==> config.mk <==
export PLATFORM = sky130hd
export DESIGN_NAME = logic_unit_arbiter
export DESIGN_NICKNAME = d
export VERILOG_FILES = /design/src/rtl/logic_unit_arbiter.sv
export SDC_FILE = /design/constraint.sdc
export NUM_CORES = 1
export LEC_CHECK = 0
export ABC_AREA = 1
export CORE_UTILIZATION = 45
export CTS_BUF_LIST = sky130_fd_sc_hd__clkbuf_8
export DETAILED_ROUTE_END_ITERATION = 16
export PLACE_DENSITY = 0.81
export SLEW_MARGIN = 10
export SYNTH_ARGS = -nofsm -noshare
export SYNTH_HDL_FRONTEND = slang
export SYNTH_SLANG_ARGS = --single-unit
==> constraint.sdc <==
create_clock -name CLK -period 4.45 [get_ports CLK]
set_input_delay 1.1125 -clock CLK [delete_from_list [all_inputs] [get_ports CLK]]
set_output_delay 1.1125 -clock CLK [all_outputs]
set_load 0.01 [all_outputs]
==> src/rtl/logic_unit_arbiter.sv <==
// Two-requester round-robin arbiter that sequences one shared 32-bit bitwise
// logic unit and returns a registered, ID-tagged result under valid/ready.
module logic_unit_arbiter #(
  parameter int DATA_WIDTH = 32
) (
  input  logic                  CLK,
  input  logic                  RST,
  input  logic                  REQ0,
  input  logic [DATA_WIDTH-1:0] A0,
  input  logic [DATA_WIDTH-1:0] B0,
  input  logic [1:0]            OP0,
  input  logic                  REQ1,
  input  logic [DATA_WIDTH-1:0] A1,
  input  logic [DATA_WIDTH-1:0] B1,
  input  logic [1:0]            OP1,
  output logic                  GNT0,
  output logic                  GNT1,
  output logic [DATA_WIDTH-1:0] RESULT,
  output logic                  RSP_VLD,
  output logic                  RSP_ID,
  input  logic                  RSP_RDY
);

  // state | meaning
  // IDLE  | sample REQ0/REQ1, latch the winner's operands
  // EXEC  | grant pulse to the winner, logic unit evaluates latched operands
  // RESP  | hold RESULT/RSP_ID/RSP_VLD until RSP_RDY

  typedef enum logic [1:0] {
    IDLE = 2'd0,
    EXEC = 2'd1,
    RESP = 2'd2
  } state_t;

  localparam logic [1:0] OP_AND = 2'b00;
  localparam logic [1:0] OP_OR  = 2'b01;
  localparam logic [1:0] OP_NOR = 2'b10;
  localparam logic [1:0] OP_XOR = 2'b11;

  state_t                state_q, state_d;
  logic [DATA_WIDTH-1:0] opa_q, opb_q;
  logic [1:0]            opc_q;
  logic                  id_q;
  logic                  last_q;
  logic [DATA_WIDTH-1:0] result_q;
  logic                  rsp_vld_q;
  logic                  rsp_id_q;

  logic                  load_ops;
  logic                  load_rsp;
  logic                  clr_vld;
  logic                  win_id;
  logic                  gnt0_c, gnt1_c;
  logic [DATA_WIDTH-1:0] win_a, win_b;
  logic [1:0]            win_op;
  logic [DATA_WIDTH-1:0] lu_out;

  always_ff @(posedge CLK or posedge RST) begin
    if (RST) begin
      state_q <= IDLE;
    end else begin
      state_q <= state_d;
    end
  end

  always_comb begin
    state_d  = state_q;
    load_ops = 1'b0;
    load_rsp = 1'b0;
    clr_vld  = 1'b0;
    win_id   = 1'b0;
    gnt0_c   = 1'b0;
    gnt1_c   = 1'b0;
    case (state_q)
      IDLE: begin
        if (REQ0 || REQ1) begin
          // On a tie the requester that was not served last wins.
          win_id   = (REQ0 && REQ1) ? ~last_q : REQ1;
          load_ops = 1'b1;
          state_d  = EXEC;
        end
      end
      EXEC: begin
        gnt0_c   = ~id_q;
        gnt1_c   = id_q;
        load_rsp = 1'b1;
        state_d  = RESP;
      end
      RESP: begin
        if (RSP_RDY) begin
          clr_vld = 1'b1;
          state_d = IDLE;
        end
      end
      default: begin
        state_d = IDLE;
      end
    endcase
  end

  assign win_a  = win_id ? A1  : A0;
  assign win_b  = win_id ? B1  : B0;
  assign win_op = win_id ? OP1 : OP0;

  // The single shared logic unit, fed only from the latched operands.
  always_comb begin
    lu_out = '0;
    case (opc_q)
      OP_AND:  lu_out = opa_q & opb_q;
      OP_OR:   lu_out = opa_q | opb_q;
      OP_NOR:  lu_out = ~(opa_q | opb_q);
      OP_XOR:  lu_out = opa_q ^ opb_q;
      default: lu_out = '0;
    endcase
  end

  always_ff @(posedge CLK or posedge RST) begin
    if (RST) begin
      opa_q  <= '0;
      opb_q  <= '0;
      opc_q  <= OP_AND;
      id_q   <= 1'b0;
      last_q <= 1'b1;
    end else if (load_ops) begin
      opa_q  <= win_a;
      opb_q  <= win_b;
      opc_q  <= win_op;
      id_q   <= win_id;
      last_q <= win_id;
    end
  end

  // RESULT deliberately keeps its value after the response is accepted.
  always_ff @(posedge CLK or posedge RST) begin
    if (RST) begin
      result_q  <= '0;
      rsp_id_q  <= 1'b0;
      rsp_vld_q <= 1'b0;
    end else if (load_rsp) begin
      result_q  <= lu_out;
      rsp_id_q  <= id_q;
      rsp_vld_q <= 1'b1;
    end else if (clr_vld) begin
      rsp_vld_q <= 1'b0;
    end
  end

  assign GNT0    = gnt0_c;
  assign GNT1    = gnt1_c;
  assign RESULT  = result_q;
  assign RSP_VLD = rsp_vld_q;
  assign RSP_ID  = rsp_id_q;

endmodule

==> results of run 1 <==
[metal layers]
metal,vias to the layer above,GRT usage (%)
met5,-,0
met4,0,9.104
met3,28,4.229
met2,206,41.05
met1,3099,30.02
li1,3373,-
[registers in the layout, indices dropped and copies added (netlist names)]
name     cells
RESULT      32
RSP_ID       1
RSP_VLD      1
id_q         1
last_q       1
opa_q       32
opb_q       32
opc_q        2
state_q      2
[metrics by stage]
stage               instance area, um^2  cells  power, mW  utilization, %  hold WS, ns
floorplan                          7078   1005      3.858               -       0.4431
global placement                   8872   1335      4.789           58.15       0.4594
detailed placement                 8872   1335      4.921           58.15       0.4648
CTS                                9091   1350      5.613           59.58       0.4795
global route                       9091   1350      6.154           59.58       0.4896
finish                             9091   1350      5.585           59.58       0.4774
[cell type report]
cell class,instances,share of cell area [%]
inverter,204,8.450
sequential,104,28.64
clock buffer,10,1.514
multi-input combinational,636,37.92
clock inverter,5,0.8946
tap,211,2.904
timing repair buffer,180,19.68
[kinds of logic (layout without fill, tap and decap cells)]
logic type / Yosys count / after routing / share of synthesized area (%)
and+or+nand+nor: 472 / 472 / 29.80
buffers and inverters: 265 / 399 / 14.97
DFF: 104 / 104 / 36.79
AOI/OAI and AO/OA: 100 / 100 / 7.124
adders and majority gates: 64 / 64 / 11.31
[worst max-delay path: cells and delay by family, from the launching register on]
kind,cells,cell delay [ns]
and+or+nand+nor,2,0.67
DFF,1,0.45
buffers and inverters,2,0.67
[worst paths after layout]
check,cells after the start,to,startpoint,slack [ns]
setup / recovery,4,GNT0,state_q[1],1.14
hold / removal,2,last_q,last_q,0.48
hold reg to reg,2,last_q,last_q,0.48
max in group asynchronous,3,RESULT[3],RST,2.59
setup reg to reg,5,RESULT[16],opc_q[1],1.77
min in group asynchronous,2,opa_q[16],RST,1.16
[cell usage after synthesis]
cell,n,area (um^2)
sky130_fd_sc_hd__a21oi_1,64,320.3
sky130_fd_sc_hd__buf_1,3,11.26
sky130_fd_sc_hd__buf_2,31,155.2
sky130_fd_sc_hd__buf_4,3,22.52
sky130_fd_sc_hd__buf_6,2,22.52
sky130_fd_sc_hd__clkbuf_1,22,82.58
sky130_fd_sc_hd__dfrtp_1,103,2577
sky130_fd_sc_hd__dfstp_2,1,26.28
sky130_fd_sc_hd__ha_1,64,800.8
sky130_fd_sc_hd__inv_1,201,754.5
sky130_fd_sc_hd__inv_2,3,11.26
sky130_fd_sc_hd__nand2_1,268,1006
sky130_fd_sc_hd__nand3_1,68,340.3
sky130_fd_sc_hd__nand4_1,66,412.9
sky130_fd_sc_hd__nor2_1,37,138.9
sky130_fd_sc_hd__nor2_4,1,11.26
sky130_fd_sc_hd__o21ai_0,35,175.2
sky130_fd_sc_hd__o21ai_2,1,8.760
sky130_fd_sc_hd__or2_2,32,200.2
[power by group]
part	total, mW	switching, mW	internal, mW	leakage, nW
clock	0.666	0.337	0.329	0.108
combinational	3.04	1.79	1.25	3.51
sequential	1.88	0.438	1.44	1.24
total	5.59	2.56	3.02	4.85
==> tab_implementation.tex, run 1 <==
\begin{tabular}{lr}
\hline
Metric & Value \\
\hline
\multicolumn{2}{l}{\textbf{Power}} \\
Static leakage & 4.855 nW \\
P per Cell Area & 614.4 nW/um\^{}2 \\
Maximum VDD drop & 348.4 uV \\
\multicolumn{2}{l}{\textbf{Clocking}} \\
Number of clock sinks seen by CTS & around 100 \\
Max Buffers Root-to-Sink & 2 \\
Number of setup buffers added after CTS & 0 \\
Register clock-pin slew on the reported worst setup and hold paths & 0.11 ns \\
Cell chosen for the clock root & sky130\_fd\_sc\_hd\_\_clkbuf\_8 \\
Number of H-tree branching levels & 3 \\
Clock tree from TritonCTS & yes \\
Insertion delay of the later-clocked pin in the worst-skew pair & 0.40 ns \\
TritonCTS Buffers & 9 \\
\# resized after CTS & 0 \\
Hold buffer count at cts & 0 \\
\multicolumn{2}{l}{\textbf{Detailed routing}} \\
Routed met2 length & 8646 um \\
Routed length per placed instance & around 14 um \\
Vias & 6706 \\
Number of design rule violations left after detail routing & 0 \\
Post-route antenna net violation count & 0 \\
Number of vias per cell after detailed routing & 4.967 \\
Met3 routed WL & 1011 um \\
Post-Route WL & 18320 um \\
Met1 routed wirelength after detailed routing & about 8000 um \\
Number of design-rule violations left by the first detailed-router iteration & 407 \\
Highest routed layer & met4 \\
Number of iterations in the first detailed-routing pass & 5 \\
\multicolumn{2}{l}{\textbf{Cells and area}} \\
Ratio of cells with drive above 1 in the final layout & 5.882\% \\
Most frequent standard cell in the layout excluding fill and tap cells & sky130\_fd\_sc\_hd\_\_nand2\_1 \\
Area of all sequential standard cells & 2604 um\^{}2 \\
Post-layout net count & 1336 \\
Number of filler cells placed in the layout & $\sim$1300 \\
Area Growth Syn to Fin & 28.44\% \\
Number of diodes added for antenna fixing & 0 \\
Commonest cells after routing, fill and taps aside & sky130\_fd\_sc\_hd\_\_nand2\_1 (266), sky130\_fd\_sc\_hd\_\_inv\_1 (200), sky130\_fd\_sc\_hd\_\_clkdlybuf4s50\_1 (171) \\
Area of the multi-input gates & about 3400 um\^{}2 \\
\multicolumn{2}{l}{\textbf{Worst setup path}} \\
Critical path arrival & 2.19 ns \\
Cell with the biggest individual delay on the critical path & sky130\_fd\_sc\_hd\_\_clkdlybuf4s50\_1 \\
Maximum fanout count along the critical path & 22 \\
Data required, critical path & roughly 3.3 ns \\
Kind of end point of the critical path & primary output \\
Startpoint types & register \\
Worst path cell trace & inv\_2, nand2\_2, nor2\_1, clkdlybuf4s50\_1 \\
Setup CP Type & register to primary output \\
Delay contributed by the slowest stage of the critical path & 0.60 ns \\
\multicolumn{2}{l}{\textbf{Timing}} \\
Hold Vio Cnt, Final & 0 \\
Final Skew & 0.01637 ns \\
Max Fclk & 0.3025 GHz \\
Number of pins with negative max-slew slack in the final report & 0 \\
Number of failing setup endpoints in the final timing report & 0 \\
Worst slew margin relative to its limit & 30.68\% \\
Final critical-path share of the clock period & between 70\% and 80\% \\
Setup WS post-layout & 1.145 ns \\
Min Tclk post-route & 3.305 ns \\
Final TNS setup & 0 ns \\
Transition time of the tightest slew-check pin & approximately 1.0 ns \\
Setup repair after global routing missed its margin & no \\
\multicolumn{2}{l}{\textbf{Placed design}} \\
DPL Wire Length & 12050 um \\
Gp weighted congestion & 0.7835 \\
Count of buffers from port buffering & roughly 170 \\
Post-place setup slack & 1.462 ns \\
\multicolumn{2}{l}{\textbf{Synthesis}} \\
Register area share after synthesis & 36.79\% \\
Mapped Avg Cell Area & 7.043 um\^{}2 \\
Post-Syn Nets & 1206 \\
FF+latch count, synth & 104 \\
Count of distinct cell types in the synthesized netlist & 19 \\
Yosys warning count & 0 \\
Synth Instances & 1005 \\
Cell area after synthesis & around 7000 um\^{}2 \\
\multicolumn{2}{l}{\textbf{Die}} \\
Overall die area & roughly 16000 um\^{}2 \\
Starting utilization of the core area & around 46\% \\
Core Box Area & 15260 um\^{}2 \\
I/O Pins & 173 \\
Die Span X & 127.4 um \\
Die extent in y & 127.4 um \\
Number of rows in the core area & 45 \\
\multicolumn{2}{l}{\textbf{GRT}} \\
Wire length of the first global-routing pass & 30970 um \\
Pin count of the biggest net entering global routing & 69 \\
Via count of the first global-routing pass & $\sim$6400 \\
GR Util All Layers & roughly a quarter \\
Remaining global-route overflow & 0 \\
Antenna violations before repair & 0 \\
\multicolumn{2}{l}{\textbf{Hold path}} \\
Type of the most critical hold path & register to register \\
\multicolumn{2}{l}{\textbf{Flow run}} \\
Max-capacitance violation count & 0 \\
\multicolumn{2}{l}{\textbf{Outcome}} \\
Outcome & completed \\
\hline
\end{tabular}
Note: power is estimated with default switching activity, not from simulation.
==> run 2, diff against run 1 <==
- clock period: 4.45 -> 3.21 ns (I/O delays scaled with it)
==> run 2 against run 1 <==
Utilization rose by 0.098 points. Global-route usage increased by 0.40 points. Power grew 38%. Sequential cell count did not move. Combinational power increased by 41%. Via count grew 0.42%. Register-to-register slack lost 0.81 ns. Sequential power is 36% higher. Clock skew decreased by 0.0042 ns. Cell count is 0.22% higher. Count of clock-buffer cells in the layout did not move. Highest routed layer unchanged. Critical path type unchanged. Largest power group unchanged.
==> tab_implementation.tex, run 2 (same netlist as run 1, synthesis figures left out) <==
\begin{tabular}{lr}
\hline
Metric & Value \\
\hline
\multicolumn{2}{l}{\textbf{Placed design}} \\
Cell total after placement & 1337 (+0.15\%) \\
DPL Wire Length & 12160 um (+0.89\%) \\
Count of buffers from port buffering & 172 (unchanged) \\
Gp weighted congestion & 0.7982 (+1.9\%) \\
\multicolumn{2}{l}{\textbf{Detailed routing}} \\
Vias & 6734 (+0.42\%) \\
Number of iterations in the first detailed-routing pass & 5 (unchanged) \\
Number of design rule violations left after detail routing & 0 (unchanged) \\
Number of vias per cell after detailed routing & 4.977 (+0.19\%) \\
Routed length per placed instance & 13.83 um (+1.9\%) \\
Post-Route WL & 18710 um (+2.1\%) \\
Number of design-rule violations left by the first detailed-router iteration & 488 (+20\%) \\
Post-route antenna net violation count & 0 (unchanged) \\
\multicolumn{2}{l}{\textbf{Die}} \\
Die Span X & 127.4 um (unchanged) \\
Overall die area & 16230 um\^{}2 (unchanged) \\
Core Box Area & 15260 um\^{}2 (unchanged) \\
Number of rows in the core area & 45 (unchanged) \\
Starting utilization of the core area & 46.39\% (unchanged) \\
I/O Pins & 173 (unchanged) \\
Die extent in y & 127.4 um (unchanged) \\
\multicolumn{2}{l}{\textbf{GRT}} \\
Wire length of the first global-routing pass & 31450 um (+1.5\%) \\
Pin count of the biggest net entering global routing & 105 (+52\%) \\
Antenna violations before repair & 0 (unchanged) \\
Remaining global-route overflow & 0 (unchanged) \\
GR Util All Layers & 24.33\% (+0.40 points) \\
Via count of the first global-routing pass & 6515 (+1.3\%) \\
\multicolumn{2}{l}{\textbf{Timing}} \\
Final critical-path share of the clock period & 84.55\% \\
Final Skew & 0.01222 ns (-0.004153 ns) \\
Number of failing setup endpoints in the final timing report & 0 (unchanged) \\
Max Fclk & $\sim$0.37 GHz \\
Tightest hold margin & 0.4942 ns (+0.01680 ns) \\
Number of pins with negative max-slew slack in the final report & 0 (unchanged) \\
Setup repair after global routing missed its margin & no \\
Worst slew margin relative to its limit & 32.27\% (+1.6 points) \\
Transition time of the tightest slew-check pin & 1.014 ns (-0.02519 ns) \\
Hold Vio Cnt, Final & 0 (unchanged) \\
Final TNS setup & 0 ns (unchanged) \\
Min Tclk post-route & 2.714 ns \\
\multicolumn{2}{l}{\textbf{Worst setup path}} \\
Reg2Reg Capture Point & opc\_q[0] \\
Kind of end point of the critical path & primary output \\
Delay contributed by the slowest stage of the critical path & 0.59 ns (about the same) \\
Data required, critical path & 2.41 ns (-0.93 ns) \\
Cell with the biggest individual delay on the critical path & sky130\_fd\_sc\_hd\_\_clkdlybuf4s50\_1 \\
Maximum fanout count along the critical path & 11 (-50\%) \\
Startpoint types & register \\
Top Family by Delay on Critical Path & buffers and inverters \\
Number of buffer and inverter stages on the critical path & 2 (unchanged) \\
Worst path cell trace & inv\_2, nand2\_2, nor2\_1, clkdlybuf4s50\_1 \\
Setup CP Type & register to primary output \\
Critical path arrival & 1.91 ns (-0.28 ns) \\
Cells on worst reg2reg path & 5 (unchanged) \\
Internal reg-to-reg setup slack & 0.96 ns (-0.81 ns) \\
Reg2reg start & state\_q[0] \\
\multicolumn{2}{l}{\textbf{Clocking}} \\
\# resized after CTS & 0 (unchanged) \\
Number of setup buffers added after CTS & 0 (unchanged) \\
Number of clock sinks seen by CTS & 104 (unchanged) \\
Max Buffers Root-to-Sink & 2 (unchanged) \\
Insertion delay of the later-clocked pin in the worst-skew pair & 0.40 ns (about the same) \\
Clock tree from TritonCTS & yes \\
Number of H-tree branching levels & 3 (unchanged) \\
TritonCTS Buffers & 9 (unchanged) \\
Cell chosen for the clock root & sky130\_fd\_sc\_hd\_\_clkbuf\_8 \\
Register clock-pin slew on the reported worst setup and hold paths & 0.11 ns (about the same) \\
Hold buffer count at cts & 0 (unchanged) \\
\multicolumn{2}{l}{\textbf{Cells and area}} \\
Most frequent standard cell in the layout excluding fill and tap cells & sky130\_fd\_sc\_hd\_\_nand2\_1 \\
Area Growth Syn to Fin & 28.65\% \\
Ratio of cells with drive above 1 in the final layout & 6.130\% (+0.25 points) \\
Number of filler cells placed in the layout & 1422 (+6.2\%) \\
Post-layout net count & 1338 (+0.15\%) \\
Number of diodes added for antenna fixing & 0 (unchanged) \\
Number of non-filler instances in the completed layout & 1353 (+0.22\%) \\
Commonest cells after routing, fill and taps aside & sky130\_fd\_sc\_hd\_\_nand2\_1 (266), sky130\_fd\_sc\_hd\_\_inv\_1 (200), sky130\_fd\_sc\_hd\_\_clkdlybuf4s50\_1 (171) \\
\multicolumn{2}{l}{\textbf{Hold path}} \\
Type of the most critical hold path & register to register \\
Number of cells on the worst hold path & 2 (unchanged) \\
Hold path endpoint & last\_q \\
Hold path startpoint & last\_q \\
\multicolumn{2}{l}{\textbf{Power}} \\
P per Cell Area & 849.1 nW/um\^{}2 (+38\%) \\
Static leakage & 4.855 nW (about the same) \\
Maximum VDD drop & 431.7 uV (+24\%) \\
\multicolumn{2}{l}{\textbf{Flow run}} \\
Max-capacitance violation count & 0 (unchanged) \\
\multicolumn{2}{l}{\textbf{Outcome}} \\
Outcome & completed \\
\hline
\end{tabular}
run 2: cell types whose count changed in the layout (fill, tap and decap cells not counted), sizes merged:
| cell | previous run | this run |
|---|---|---|
| buf | 9 | 11 |
| bufinv | 2 | 1 |
| clkinvlp | 1 | 3 |
run 2: report_power, final:
group          switching [mW]  leakage, nW  total (mW)  internal (mW)
clock                   0.485       0.0989       0.870          0.384
sequential              0.566         1.24        2.56           2.00
combinational            2.53         3.52        4.30           1.77
run 2: worst reg2reg max path: stages, from the launching register on:
cell and delay [ns]:
sky130_fd_sc_hd__dfrtp_1 0.44, sky130_fd_sc_hd__nor2_4 0.48, sky130_fd_sc_hd__nand3_4 0.79, sky130_fd_sc_hd__nand2_1 0.29, sky130_fd_sc_hd__nand3_1 0.10, sky130_fd_sc_hd__nand2_1 0.08
run 2: area by class of cell:
type / instances / area [um^2] / share of cell area [%]
clock buffer: 10 / 137.6 / 1.511
clock inverter: 6 / 67.56 / 0.7420
inverter: 204 / 769.5 / 8.450
multi-input combinational: 636 / 3447 / 37.85
sequential: 104 / 2604 / 28.59
tap: 211 / 264.0 / 2.899
timing repair buffer: 182 / 1817 / 19.95
run 2: per-stage QoR:
stage | instance area (um^2) | util, % | total power [mW] | setup slack, ns
final | 9106 | 59.68 | 7.732 | 0.4960
after global routing | 9106 | 59.68 | 8.531 | 0.4291
after CTS | 9106 | 59.68 | 7.781 | 0.4709
after detailed placement | 8901 | 58.34 | 6.886 | 0.6542
after global placement | 8901 | 58.34 | 6.705 | 0.6901
after floorplan | 7082 | - | 5.349 | 1.163
run 2: routing by layer:
metal,vias to the layer above,share of wire [%],global-route usage (%)
li1,3378,-,-
met1,3088,44,31.36
met2,246,48,41.37
met3,22,6.6,3.936
met4,0,1.7,8.473
met5,-,0,0
run 2: how the worst max path moves through the flow:
stage	startpoint	to	cells past startpoint
4_1_cts	state_q[1]	GNT0	4
3_3_place_gp	REQ0	opc_q[0]	6
6_report	state_q[1]	GNT0	4
2_1_floorplan	RST	RESULT[0]	1
5_1_grt	state_q[1]	GNT0	4
3_5_place_dp	REQ0	opc_q[0]	6
